<file path="config.mk">
export PLATFORM = sky130hd
export DESIGN_NAME = double_sqrt_stream
export DESIGN_NICKNAME = d
export VERILOG_FILES = /design/src/rtl/double_sqrt_stream.sv
export SDC_FILE = /design/constraint.sdc
export NUM_CORES = 2
export LEC_CHECK = 0
export CAP_MARGIN = 20
export CORE_MARGIN = 4
export CORE_UTILIZATION = 60
export CTS_BUF_LIST = sky130_fd_sc_hd__clkbuf_4
export DETAILED_ROUTE_END_ITERATION = 10
export PLACE_DENSITY = 0.89
export SLEW_MARGIN = 20
export SYNTH_ARGS = -nofsm -noshare
export SYNTH_HDL_FRONTEND = slang
export SYNTH_SLANG_ARGS = --single-unit
</file>
<file path="constraint.sdc">
create_clock -name clk -period 5.7 [get_ports clk]
set_input_delay 1.14 -clock clk [delete_from_list [all_inputs] [get_ports clk]]
set_output_delay 1.14 -clock clk [all_outputs]
set_load 0.02 [all_outputs]
</file>
<file path="src/rtl/double_sqrt_stream.sv">
// Stream wrapper around the free-running double_sqrt pipeline:
// credit-controlled valid/ready in, FWFT result FIFO out.
module double_sqrt_stream #(
  parameter int LATENCY    = 20,
  parameter int FIFO_DEPTH = 32
) (
  input  logic        clk,
  input  logic        rst_n,
  input  logic [63:0] in_data,
  input  logic        in_valid,
  output logic        in_ready,
  output logic [63:0] sqrt_a,
  input  logic [63:0] sqrt_z,
  output logic [63:0] out_data,
  output logic        out_invalid,
  output logic        out_valid,
  input  logic        out_ready
);

  localparam int AW = $clog2(FIFO_DEPTH);
  localparam int CW = AW + 2;
  localparam logic [CW-1:0] DEPTH = CW'(FIFO_DEPTH);

  logic               a_vld;
  logic               a_inv;
  logic [LATENCY-1:0] vpipe;
  logic [LATENCY-1:0] fpipe;
  logic [CW-1:0]      inflight;
  logic [CW-1:0]      count;
  logic [AW-1:0]      wr_ptr;
  logic [AW-1:0]      rd_ptr;
  logic [64:0]        mem [FIFO_DEPTH];

  logic accept;
  logic wr;
  logic rd;
  logic inv;

  assign inv = (in_data[63] && in_data[62:0] != '0)
            || (in_data[62:52] == 11'h7FF
                && in_data[51:0] != '0);

  assign in_ready  = rst_n && ((count + inflight) != DEPTH);
  assign accept    = in_valid && in_ready;
  assign wr        = vpipe[LATENCY-1];
  assign out_valid = (count != '0);
  assign rd        = out_valid && out_ready;

  assign out_data    = mem[rd_ptr][63:0];
  assign out_invalid = mem[rd_ptr][64];

  // a_vld/a_inv tag the operand while it sits on sqrt_a;
  // vpipe then follows it through the LATENCY sqrt stages.
  always_ff @(posedge clk or negedge rst_n) begin
    if (!rst_n) begin
      sqrt_a <= '0;
      a_vld  <= 1'b0;
      a_inv  <= 1'b0;
      vpipe  <= '0;
      fpipe  <= '0;
    end else begin
      sqrt_a <= accept ? in_data : 64'h0;
      a_vld  <= accept;
      a_inv  <= accept && inv;
      vpipe  <= {vpipe[LATENCY-2:0], a_vld};
      fpipe  <= {fpipe[LATENCY-2:0], a_inv};
    end
  end

  always_ff @(posedge clk or negedge rst_n) begin
    if (!rst_n) begin
      inflight <= '0;
      count    <= '0;
      wr_ptr   <= '0;
      rd_ptr   <= '0;
    end else begin
      inflight <= inflight + CW'(accept) - CW'(wr);
      count    <= count + CW'(wr) - CW'(rd);
      if (wr)
        wr_ptr <= wr_ptr + AW'(1);
      if (rd)
        rd_ptr <= rd_ptr + AW'(1);
    end
  end

  always_ff @(posedge clk) begin
    if (wr)
      mem[wr_ptr] <= {fpipe[LATENCY-1], sqrt_z};
  end

  a_no_overflow : assert property (
    @(posedge clk) disable iff (!rst_n)
    wr |-> (count < DEPTH)
  );

endmodule

</file>
======== Word level (Yosys, flattened, before mapping) ========
Memory sizes are Yosys's and may differ from the RTL's.
Cells that the tools add are included.
storage, ports and cells
  output and inout port bits .............. 131
  memory bits (writable) .................. 2080
  memories kept ........................... 1
  input port bits ......................... 132
  flip-flop bits (word level) ............. 130
operators by class
  reduce and logical (&&, ||, !) cells .... 10
  add/subtract/negate cells ............... 7
  equality and inequality tests ........... 2
  muxes and demuxes ....................... 3
memories
  memory  words  bits a word  rd ports  clocked after memory_dff  wr ports  line  source
  mem     32     65           1         0                         1         32    logic [64:0] mem [FIFO_DEPTH];
operators by type and width
  operator                                                                 number
  64-bit two-way mux                                                       1
  63-bit nonzero test                                                      1
  52-bit nonzero test                                                      1
  7-bit by 1-bit adder with 7-bit output                                   2
  7-bit by 1-bit subtractor with 7-bit output                              2
  11-bit == test, second input constant                                    1
  5-bit by 1-bit adder with 5-bit output, second input constant            2
  7-bit adder                                                              1
  7-bit by 6-bit inequality test with 1-bit output, second input constant  1
  7-bit nonzero test                                                       1
  1-bit logical AND                                                        6
  1-bit two-way mux                                                        2
  1-bit logical OR                                                         1

======== Depth between registers and ports, before layout ========
  depth after elaboration ................. 6
  gate-level depth with buffers ........... 17

======== Worst setup path before layout ========
No wires, ideal clock.
  kind .................................... register to register
  start ................................... register wr_ptr[2]
  end ..................................... memory mem[16][0] (enable)
  data required time ...................... 5.211 ns
  path buffers ............................ 1
  slack ................................... 1.419 ns
  clock period less this slack ............ 4.281 ns
  cell stages (with the launch flop) ...... 4
  arrival ................................. 3.793 ns
  cells stage by stage .................... dfrtp_1 > clkbuf_1 > or3b_2 > nor2_1
RTL lines
  item                    line  source
  from (decl)             30    logic [AW-1:0] wr_ptr;
  from (signal assigned)  80    wr_ptr <= wr_ptr + AW'(1);
  to (decl)               32
No word-level cell before the write port.

======== Final worst setup path ========
  start ................................... register rd_ptr[2]
  end ..................................... output port out_data[52]
on the way
  word-level cells in the longest chain between the ends .. 1
RTL lines
  item                     line  source
  from (decl)              31    logic [AW-1:0] rd_ptr;
  from (signal assigned)   82    rd_ptr <= rd_ptr + AW'(1);
  memory read 32 x 65 bit  n/a
  to (decl)                14    output logic [63:0] out_data,
No other way between the ends.

==> results.txt <==
The detailed-route DRC error count is 0. The core region is 138000 sq um. The worst setup path is captured at a primary output. The clock latency of the later-clocked register in the worst-skew pair is between 1 and 1.5 ns. The maximum number of pins on one net before global-route repair is 72. The final period utilization came out at 98.5%. The signal on the critical path passes through nor2b_1 -> nand2b_4 -> o22ai_1 -> a211oi_2 -> clkdlybuf4s50_1. The number of buffers inserted during clock tree synthesis is between 500 and 600. Sequential cells burn 40.4% of the power. The net count of the finished layout is around 4600.

The number of port buffers is roughly 260. Data arrives at the worst endpoint at 4.47 ns. Global routing finished with a remaining overflow of 0. In this design, the stage delay of the slowest critical-path cell is 0.75 ns. The final-layout fill cell count is 7635. The kind of start point of the critical path is a register. The worst hold margin came out at 0.339 ns. The final setup violation count came out at 0. In this design, the largest share of critical-path delay is due to compound AO/OA/AOI/OAI gates. The initial antenna violation count came out at 20. The share of total power consumed by net switching is between 30% and 40%. The cell count after placement is approximately 5700.

The worst-case IR drop observed on VDD is around 0.31 mV. The post-route clock skew came out at 0.105 ns. The detail route stage leaves a number of antenna-violating nets equal to 0. The worst endpoint required time came out at 4.56 ns. The initial core utilization is 60.7%.

The pin slew with the least headroom to its limit came out at between 1 and 1.5 ns. The proportion of synthesized chip area in sequential cells came out at 78.4%. The number of sinks driven by the clock tree is 2210. Summing all placed instances gives a cell area of approximately 90000 sq um. After detailed routing, the total wire length is roughly 230 mm. The clock network fraction of design power came out at approximately 28%. The proportion of register bits with asynchronous set or reset after synthesis is under 10%.

The area of the die came out at 146000 sq um. The I/O pin count came out at 263. The worst pin sits at a relative slew slack of 20.9%. The flow ran to the end, and the final reports show no timing, DRC or antenna violations. From synthesis to final layout, the design area changed by 14.7%. Setup slack on the critical path of the routed design comes to between 0.08 and 0.09 ns. The area of the mapped netlist came out at around 84000 sq um. The analysis attributes to cell leakage a power of about 31 nW. The share of layout cells above drive strength 1 is 34.3%. The total iterations of the first detailed-routing run is 8. For this run, the number of Yosys warnings is 0. The number of flops mapped to enable cells by yosys came out at 2080. The minimum clock period came out at 5.61 ns. The total design power came out at 0.0463 W. After technology mapping, the gate count stands at 3682. The number of hold violations in the final report came to 0.

The number of H-tree branching levels is 6. For this run, the total global-route usage over all layers was measured as 31.8%. The number of nets in the synthesized netlist is 3844. The number of pins exceeding their max-slew limit in the final report is 0. In the layout the commonest cells are 2080 x sky130_fd_sc_hd__edfxtp_1, 757 x sky130_fd_sc_hd__clkbuf_4, 541 x sky130_fd_sc_hd__mux4_2. In this run, the number of DRC markers left after iteration 0 of detailed routing was 6955. The global placer's final weighted congestion is 0.887. The maximum number of buffers from clock root to sink came out at 4. The number of rows in the core area is ~140.

The post-detailed-placement half-perimeter wirelength is 119 mm. The number of non-filler instances in the completed layout came out at between 6000 and 7000. Summing all non-filler instances in the final layout gives an area of between 90000 and 100000 sq um. The number of different library cells in the post-synthesis netlist came out at 46.

Clock tree synthesis selected as its root buffer the cell sky130_fd_sc_hd__clkbuf_4. The min-delay analysis places its worst path in the category reg2reg. The combinational group share of total power is 31.3%.

The height of the die came out at 382 um. The achievable frequency is 0.178 GHz. The internal portion of the total power is roughly 0.032 W. The per-cell via count in the routed design came out at 6.78. The routed via count came out at roughly 45000. The die is roughly 380 um wide. The buffers plus inverters on the worst setup path is 1. The most common cell after layout, fill and taps aside is sky130_fd_sc_hd__edfxtp_1. In the final routed layout, each cell accounts on average for approximately 35 um. The number of global-route vias before repair is 47500. By startpoint and endpoint, the worst setup path is classified as reg2out. A synthesized cell averages 22.8 sq um. The number of max-cap violations came out at 0. The worst-case setup slack after placement is 1.01 ns.

The power density of the placed cells is 482 nW/um^2. After synthesis the netlist holds a flip-flop and latch count of 2210. In this run the power spent charging and discharging nets is 0.0146 W. The clock tree from TritonCTS is built. The peak fanout along the critical path is 21. Among all stages on the critical path, the largest delay is contributed by sky130_fd_sc_hd__dfrtp_4.

The first-pass GRT wire length is 330 mm. After clock tree synthesis, the clock-pin slew on the worst setup and hold paths is approximately 0.07 ns. The dominant register cell in the synthesized netlist is sky130_fd_sc_hd__edfxtp_1.
## worst register-to-register path, cell delays in order, from the launching register on
cell and delay, ns:
sky130_fd_sc_hd__dfrtp_1 0.39, sky130_fd_sc_hd__ha_1 0.25, sky130_fd_sc_hd__fa_1 0.43, sky130_fd_sc_hd__a211o_1 0.29, sky130_fd_sc_hd__and2_1 0.15, sky130_fd_sc_hd__o221ai_1 0.29
sky130_fd_sc_hd__a211oi_4 0.07, sky130_fd_sc_hd__buf_4 0.23, sky130_fd_sc_hd__nand2b_1 0.20, sky130_fd_sc_hd__ha_1 0.28, sky130_fd_sc_hd__inv_1 0.04, sky130_fd_sc_hd__ha_1 0.21
sky130_fd_sc_hd__fa_1 0.43, sky130_fd_sc_hd__a21o_1 0.17, sky130_fd_sc_hd__a21oi_1 0.22, sky130_fd_sc_hd__o21bai_1 0.09, sky130_fd_sc_hd__a21oi_1 0.19, sky130_fd_sc_hd__xnor2_1 0.13
## synth_stat cells (4+ instances only)
master / instances / area (sq um)
sky130_fd_sc_hd__edfxtp_1: 2080 / 62500
sky130_fd_sc_hd__mux4_2: 541 / 12200
sky130_fd_sc_hd__dfrtp_1: 130 / 3250
sky130_fd_sc_hd__o22ai_1: 121 / 757
sky130_fd_sc_hd__nor2_1: 104 / 390
sky130_fd_sc_hd__mux2_2: 89 / 1000
sky130_fd_sc_hd__clkbuf_1: 83 / 312
sky130_fd_sc_hd__nand2_1: 81 / 304
sky130_fd_sc_hd__nor3_1: 58 / 290
sky130_fd_sc_hd__nor2b_1: 57 / 357
sky130_fd_sc_hd__a211oi_1: 39 / 293
sky130_fd_sc_hd__buf_2: 35 / 175
sky130_fd_sc_hd__buf_4: 32 / 240
sky130_fd_sc_hd__ha_1: 27 / 338
sky130_fd_sc_hd__buf_1: 26 / 97.6
sky130_fd_sc_hd__inv_1: 25 / 93.8
sky130_fd_sc_hd__buf_6: 20 / 225
sky130_fd_sc_hd__mux2i_1: 18 / 180
sky130_fd_sc_hd__nor4_1: 17 / 106
sky130_fd_sc_hd__xnor2_1: 14 / 123
sky130_fd_sc_hd__a21oi_1: 11 / 55.1
sky130_fd_sc_hd__a221oi_1: 9 / 78.8
sky130_fd_sc_hd__nand4_1: 6 / 37.5
sky130_fd_sc_hd__a21o_1: 5 / 37.5
sky130_fd_sc_hd__and2_1: 5 / 31.3
sky130_fd_sc_hd__nand2b_1: 5 / 31.3
sky130_fd_sc_hd__o21ai_0: 5 / 25.0
sky130_fd_sc_hd__xor2_1: 5 / 43.8
sky130_fd_sc_hd__nand3_1: 4 / 20.0
## layout make-up
type / instances / area [sq um] / share of cell area [%]
inverter: 25 / 93.8 / 0.0976
multi-input combinational: 1252 / 17200 / 17.9
tap: 1863 / 2330 / 2.43
antenna: 22 / 55.1 / 0.0573
clock inverter: 126 / 922 / 0.960
sequential: 2210 / 65700 / 68.4
clock buffer: 757 / 5680 / 5.91
timing repair buffer: 387 / 4040 / 4.20
## per-stage QoR
| stage | TNS, ns | util, % |
|---|---|---|
| after floorplan | 0 | - |
| after global placement | 0 | 64.7 |
| after detailed placement | 0 | 64.7 |
| after CTS | 0 | 69.6 |
| after global routing | -0.0256 | 69.5 |
| final | 0 | 69.6 |
## logic make-up after synthesis
kind of cell	count (synthesis)	share of synthesized area (%)
flip-flops	2210	78.4
AO/OA/AOI/OAI	206	1.65
multiplexers	648	15.9
AND/OR/NAND/NOR	348	1.96
adder cells (fa/ha/maj)	30	0.475
XOR/XNOR	19	0.199
buffers and inverters	221	1.36
## layer usage
layer / wire (um) / part of all wire, % / vias up / track usage [%]
li1: - / - / 17300 / -
met4: 14400 / 6.3 / 2 / 17.7
met5: 7 / 0.0031 / - / 0
met2: 114000 / 50 / 4426 / 51.4
met3: 30700 / 13 / 884 / 8.75
met1: 70400 / 31 / 22500 / 39.3
## worst paths after layout
| check | startpoint | end | slack, ns | cells past startpoint |
|---|---|---|---|---|
| worst max register to register | inflight[0] | inflight[6] | 1.52 | 17 |
| worst min register to register | fpipe[12] | fpipe[13] | 0.34 | 0 |
| min in group asynchronous | rst_n | count[5] | 0.44 | 2 |
| worst min-delay path | fpipe[12] | fpipe[13] | 0.34 | 0 |
| worst max-delay path | rd_ptr[2] | out_data[52] | 0.09 | 5 |
| max in group asynchronous | rst_n | sqrt_a[15] | 3.88 | 3 |
## power groups by stage
stage | Sequential (W) | Clock [W] | Combinational (W)
after global placement | 0.0191 | 0 | 0.0133
after global routing | 0.0187 | 0.0142 | 0.0151
after floorplan | 0.0188 | 0 | 0.00925
final | 0.0187 | 0.0131 | 0.0145
after detailed placement | 0.0192 | 0 | 0.0138
after CTS | 0.0187 | 0.0132 | 0.0144
## state kept, by name, summed over array words and instances (netlist names)
name	flops
a_inv	1
count	7
wr_ptr	5
rd_ptr	5
sqrt_a	64
fpipe	20
vpipe	20
mem	2080
a_vld	1
inflight	7
## what timing repair did
action                                  in CTS  in global routing
endpoints found under the hold margin       60                  0
resized for setup                            6                  2
buffers inserted                             8                  0
cloned                                       1                  0
endpoints found under the setup margin      64                  2
hold buffers                                 1                  0
Note: power is estimated with default switching activity, not from simulation.
